==> src/rtl/up_counter.sv <==
`timescale 1ns/1ps
// Up counter with sync clear/load, wrap or saturate at MAX_COUNT, and sticky overflow.
// Outputs are registered, so a change appears one clk edge after its cause. There is no backpressure.
module up_counter #(
  parameter int WIDTH     = 2,
  parameter int MAX_COUNT = 2**WIDTH-1
) (
  input  logic             clk,
  input  logic             reset,
  input  logic             en,
  input  logic             clear,
  input  logic             load,
  input  logic [WIDTH-1:0] load_val,
  input  logic             wrap_en,
  output logic [WIDTH-1:0] count_out,
  output logic             tc,
  output logic             ovf,
  output logic             sat
);

  localparam logic [WIDTH-1:0] MAX_VAL = WIDTH'(MAX_COUNT);

  typedef enum logic {
    RUN       = 1'b0,
    SATURATED = 1'b1
  } state_t;

  state_t           state, state_nxt;
  logic [WIDTH-1:0] count_nxt;
  logic             tc_nxt;
  logic             ovf_nxt;
  logic [1:0]       rst_sync;
  logic             rst_n;

  // Assertion reaches the counter immediately; release is retimed through two flops.
  always_ff @(posedge clk or negedge reset) begin
    if (!reset) begin
      rst_sync <= 2'b00;
    end else begin
      rst_sync <= {rst_sync[0], 1'b1};
    end
  end

  assign rst_n = rst_sync[1];

  always_ff @(posedge clk or negedge rst_n) begin
    if (!rst_n) begin
      state     <= RUN;
      count_out <= '0;
      tc        <= 1'b0;
      ovf       <= 1'b0;
    end else begin
      state     <= state_nxt;
      count_out <= count_nxt;
      tc        <= tc_nxt;
      ovf       <= ovf_nxt;
    end
  end

  always_comb begin
    state_nxt = state;
    count_nxt = count_out;
    tc_nxt    = 1'b0;
    ovf_nxt   = ovf;
    if (clear) begin
      state_nxt = RUN;
      count_nxt = '0;
      ovf_nxt   = 1'b0;
    end else if (load) begin
      state_nxt = RUN;
      count_nxt = (load_val > MAX_VAL) ? MAX_VAL : load_val;
    end else if (en) begin
      case (state)
        RUN: begin
          if (count_out >= MAX_VAL) begin
            tc_nxt  = 1'b1;
            ovf_nxt = 1'b1;
            if (wrap_en) begin
              count_nxt = '0;
            end else begin
              count_nxt = MAX_VAL;
              state_nxt = SATURATED;
            end
          end else begin
            count_nxt = count_out + WIDTH'(1);
          end
        end
        SATURATED: begin
          count_nxt = MAX_VAL;
        end
        default: begin
          state_nxt = RUN;
        end
      endcase
    end
  end

  assign sat = (state == SATURATED);

endmodule
==> config.mk <==
export PLATFORM = sky130hd
export DESIGN_NAME = up_counter
export DESIGN_NICKNAME = d
export VERILOG_FILES = /design/src/rtl/up_counter.sv
export SDC_FILE = /design/constraint.sdc
export NUM_CORES = 1
export LEC_CHECK = 0
export CELL_PAD_IN_SITES_DETAIL_PLACEMENT = 0
export CELL_PAD_IN_SITES_GLOBAL_PLACEMENT = 2
export CORE_AREA = 3 3 40 42
export CTS_BUF_LIST = sky130_fd_sc_hd__clkbuf_8
export CTS_CLUSTER_DIAMETER = 60
export DETAILED_ROUTE_END_ITERATION = 12
export DIE_AREA = 0 0 43 45
export HOLD_SLACK_MARGIN = 0.1
export PLACE_DENSITY = 0.79
export SETUP_SLACK_MARGIN = 0.2
export SYNTH_ARGS = -nofsm -noshare
export SYNTH_HDL_FRONTEND = slang
export SYNTH_SLANG_ARGS = --single-unit
export TNS_END_PERCENT = 50
==> constraint.sdc <==
create_clock -name clk -period 0.8 [get_ports clk]
set_input_delay 0.16 -clock clk [delete_from_list [all_inputs] [get_ports clk]]
set_output_delay 0.16 -clock clk [all_outputs]
set_load 0.005 [all_outputs]
Word-level counts from Yosys, hierarchy flattened
Cells that the tools add are included.
Storage, ports and cells
  bits of input ports: 8
  output and inout port bits: 5
  bits in registers: 7
  word-level logic and storage cells: 38
Cells by class
  add/sub/neg operators: 1
  equal/unequal tests: 2
  order comparisons: 2
  bitwise operators: 1
  reduce and logical (&&, ||, !) cells: 4
  mux-type cells: 23
Operators by type and width (count)
  two-way mux 1 bit: 16
  two-way mux 2 bit: 6
  inequality test 2 bit, second input constant: 2
  one-hot mux 2 bit (2 select lines): 1
  AND reduction 4 bit: 1
  nonzero test 2 bit: 2
  nonzero test 3 bit: 1
  adder 2 x 1 -> 2 bit, second input constant: 1
  greater-or-equal comparator 2 bit, second input constant: 1
  greater-than comparator 2 bit, second input constant: 1
  inverter 1 bit: 1

Depth between registers and ports, before layout
  depth in word-level cells: 6
  mapped depth: 4
  depth with buffers taken out: 4

Least setup slack after synthesis
OpenSTA, ideal clock, no wires.
  kind: register to register
  start: register count_out[0]
  end: register count_out[0]
  cell stages (with the launch flop): 4
  setup slack: -0.573 ns
  data required time: 0.689 ns
  arrival time: 1.261 ns
  setup time: 0.111 ns
  path through: dfrtp_1 > ha_1 > mux2_4 > a2111oi_2
Between the ends
  word-level cells in the longest chain between the ends: 6
  elaborated cells between the ends (all ways): 7
  those cells by class: add/sub (1); order compare (1); mux (5)
Ends and longest elaborated chain
  from (decl): RTL line 15  | output logic [WIDTH-1:0] count_out,
  from (signal assigned): RTL line 54  | count_out <= count_nxt;
  adder 2 x 1 -> 2 bit / greater-or-equal comparator 2 bit (equally long branches): RTL line 85, 75
  two-way mux 2 bit (*): RTL line 75  | if (count_out >= MAX_VAL) begin
  one-hot mux 2 bit (2 select lines) (*): RTL line 73  | case (state)
  two-way mux 2 bit (*): RTL line 72  | end else if (en) begin
  two-way mux 2 bit (*): RTL line 69  | end else if (load) begin
  two-way mux 2 bit (*): RTL line 65  | if (clear) begin
Every way passes the cells marked *; elsewhere a longest branch is shown, timed or not. The select of a mux whose other input is x is not followed.
A chain may end at the register's enable or synchronous reset.

Worst setup path in the final report
Ends and elaborated chain as after synthesis.

==> flow_metrics.env <==
export IMPL_synth_warnings=0
export IMPL_failed_checks="setup timing"
export IMPL_fp_dieH_um=45
export IMPL_powerDensity_nw_per_um2=1593
export IMPL_ios=13
export IMPL_synth_top_area_cell="dfrtp_1"
export IMPL_drt_pass1_iter_count=1
export IMPL_area_growth_pct=108.6
export IMPL_layout_drive_gt1_share=0.5636
export IMPL_timing_rr_start="count_out[0]"
export IMPL_fin_skew_ns=0.002537
export IMPL_grt_util_all_layers=0.1066
export IMPL_drtIter0Drc=0
export IMPL_cts_sinks=7
export IMPL_cap_viol_max_count=0
export IMPL_grt_max_degree=6
export IMPL_dp_hpwl_um=673.4
export IMPL_post_drt_wl_per_cell_um=13.19
export IMPL_drc=0
export IMPL_leakagePower_nw=0.3120
export IMPL_antenna_found_initial=0
export IMPL_arrival_ns=1.44
export IMPL_ys_seq_area_frac=0.5490
export IMPL_cts_tree="yes"
export IMPL_grt_pass1_vias=338
export IMPL_grt_setup_unrepaired="true"
export IMPL_num_vias=303
export IMPL_hp_class="flop to asynchronous set/reset pin"
export IMPL_die_w_um=43
export IMPL_fmax_mhz=756.0
export IMPL_coreArea_um2=1285
export IMPL_diodes=0
export IMPL_fin_crit_ns=1.323
export IMPL_worstRegToRegCells=3
export IMPL_whs_ns=0.07907
export IMPL_io_buffers=12
export IMPL_clk_pin_slew_worst_paths_ns=0.04
export IMPL_start_kind="flop"
export IMPL_wirelength_um=923
export IMPL_ys_ff_latch=7
export IMPL_syn_inst=27
export IMPL_final_cell_area_um2=665.6
export IMPL_cts_root_buffer="clkbuf_8"
export IMPL_ys_types=15
export IMPL_rows=13
export IMPL_cp_max_fo=4
export IMPL_fin_ws_ns=-0.5227
export IMPL_required_ns=0.91
export IMPL_startpoint="count_out[0]"
export IMPL_start_util=0.2483
export IMPL_r2r_end="count_out[0]"
export IMPL_clockBufferDepth=2
export IMPL_grt_pass1_wl_um=1476
export IMPL_finalSetupViolCount=10
export IMPL_final_hold_viol_count=0
export IMPL_antenna_left=0
export IMPL_syn_cell_area_um2=319.1
export IMPL_placed_cell_area_um2=535.5
export IMPL_yosys_top_cells_area="dfrtp_1 55%, ha_1 7.8%, nor3_1 4.7%"
export IMPL_ir_worst_vdd_v=0.0007666
export IMPL_maxSlewViolCount=0
export IMPL_grt_ovfl_total=0
export IMPL_die_area_um2=1935
export IMPL_status="finished, violations left"
export IMPL_synth_fp_nets=37
export IMPL_htree_levels=1
export IMPL_cts_made_buffers=3
export IMPL_clk_latency_ns=0.22
export IMPL_avgSynthCellArea_um2=11.82
export IMPL_nets=66
export IMPL_endpoint_kind="flop"
export IMPL_ff2ff_setup_slack_ns=-0.52
export IMPL_vias_per_cell=4.329
export IMPL_critical_path_class="flop to flop"
export IMPL_place_gp_congestion=0.6387
export IMPL_min_period_over_period=1.653
export IMPL_synth_top_area_frac=0.5490
-- sequential cells by signal (all words and copies together) (netlist names) --
signal     count
ovf            1
count_out      2
sat            1
rst_sync       2
tc             1
-- cells in the mapped netlist --
cell type,n
dfrtp_1,7
nor3_1,3
ha_1,2
nand2_1,2
nor2_1,2
nor2b_1,2
a2111oi_1,1
a2111oi_2,1
a21oi_1,1
a31oi_1,1
conb_1,1
inv_1,1
mux2_4,1
nor3b_2,1
o21ai_0,1
-- cell type report --
cell class | instances | area (µm²)
fill | 109 | 619.3
timing repair buffer | 24 | 215.2
multi-input combinational | 19 | 205.2
sequential | 7 | 177.7
clock buffer | 3 | 41.29
tap | 15 | 18.77
clock inverter | 1 | 3.754
inverter | 1 | 3.754
-- kinds of logic after synthesis --
kind of cell               share of synthesized area
DFF                                           0.5490
other                                        0.01175
muxes                                        0.04705
adders and majority gates                    0.07842
and+or+nand+nor                               0.1725
AOI/OAI and AO/OA                             0.1294
buffers and inverters                        0.01175
-- metrics by stage --
stage	setup WS, ns	power (W)	setup TNS [ns]	instances	util
after global routing	-0.5797	0.001134	-3.079	70	0.5180
after detailed placement	-0.5802	0.0005623	-3.791	61	0.4167
after CTS	-0.5045	0.001040	-3.038	67	0.4693
final	-0.5227	0.001060	-2.668	70	0.5180
after global placement	-0.5431	0.0005534	-3.565	61	0.4167
after floorplan	-0.4723	0.0004513	-1.323	27	-
-- worst max-delay path, stage by stage (launching register included) --
cell and delay [ns]:
dfrtp_2 0.45, ha_4 0.19, mux2_4 0.30, a2111oi_4 0.27
-- placed cells by master (no fill, tap or decap) --
| cell type | count |
|---|---|
| buf_4 | 8 |
| clkdlybuf4s50_1 | 5 |
| buf_6 | 5 |
| dfrtp_1 | 5 |
| nor3_1 | 3 |
| clkbuf_8 | 3 |
| clkbuf_2 | 3 |
| nor2_1 | 2 |
| nor2b_1 | 2 |
| inv_1 | 2 |
| ha_4 | 2 |
| dfrtp_2 | 2 |
| dlymetal6s2s_1 | 2 |
| nor3b_4 | 1 |
| nand2_2 | 1 |
| nand2_1 | 1 |
| o21ai_2 | 1 |
| a2111oi_2 | 1 |
| mux2_4 | 1 |
| a2111oi_4 | 1 |
| a21oi_2 | 1 |
| a31oi_2 | 1 |
| dlygate4sd2_1 | 1 |
| conb_1 | 1 |
-- what timing repair did --
| action | 4_1_cts | 5_1_grt |
|---|---|---|
| pin swaps | 0 | 4 |
| hold endpoints to repair | 7 | 2 |
| setup endpoints to repair | 10 | 10 |
| gates resized for setup | 15 | 17 |
| setup buffers | 2 | 3 |
-- worst max-delay path by stage --
stage | end | slack [ns]
finish | count_out[0] | -0.52
detailed placement | ovf | -0.58
global route | count_out[0] | -0.58
CTS | count_out[0] | -0.50
floorplan | count_out[0] | -0.47
global placement | count_out[1] | -0.54
-- report_power, final --
group	internal [W]	total, W	switching, W	leakage [nW]
Clock	0.000330	0.000465	0.000135	0.0269
Combinational	0.000125	0.000196	0.0000718	0.197
Sequential	0.000373	0.000399	0.0000258	0.0881
Total	0.000828	0.00106	0.000233	0.312
-- routing by layer --
metal	GRT usage	wire (µm)	vias up
met5	0	0	-
met4	0.07229	0	0
met3	0.03586	42	0
met2	0.1976	582	6
met1	0.09877	299	146
li1	-	-	151
Power figures use the tool's default switching activity.
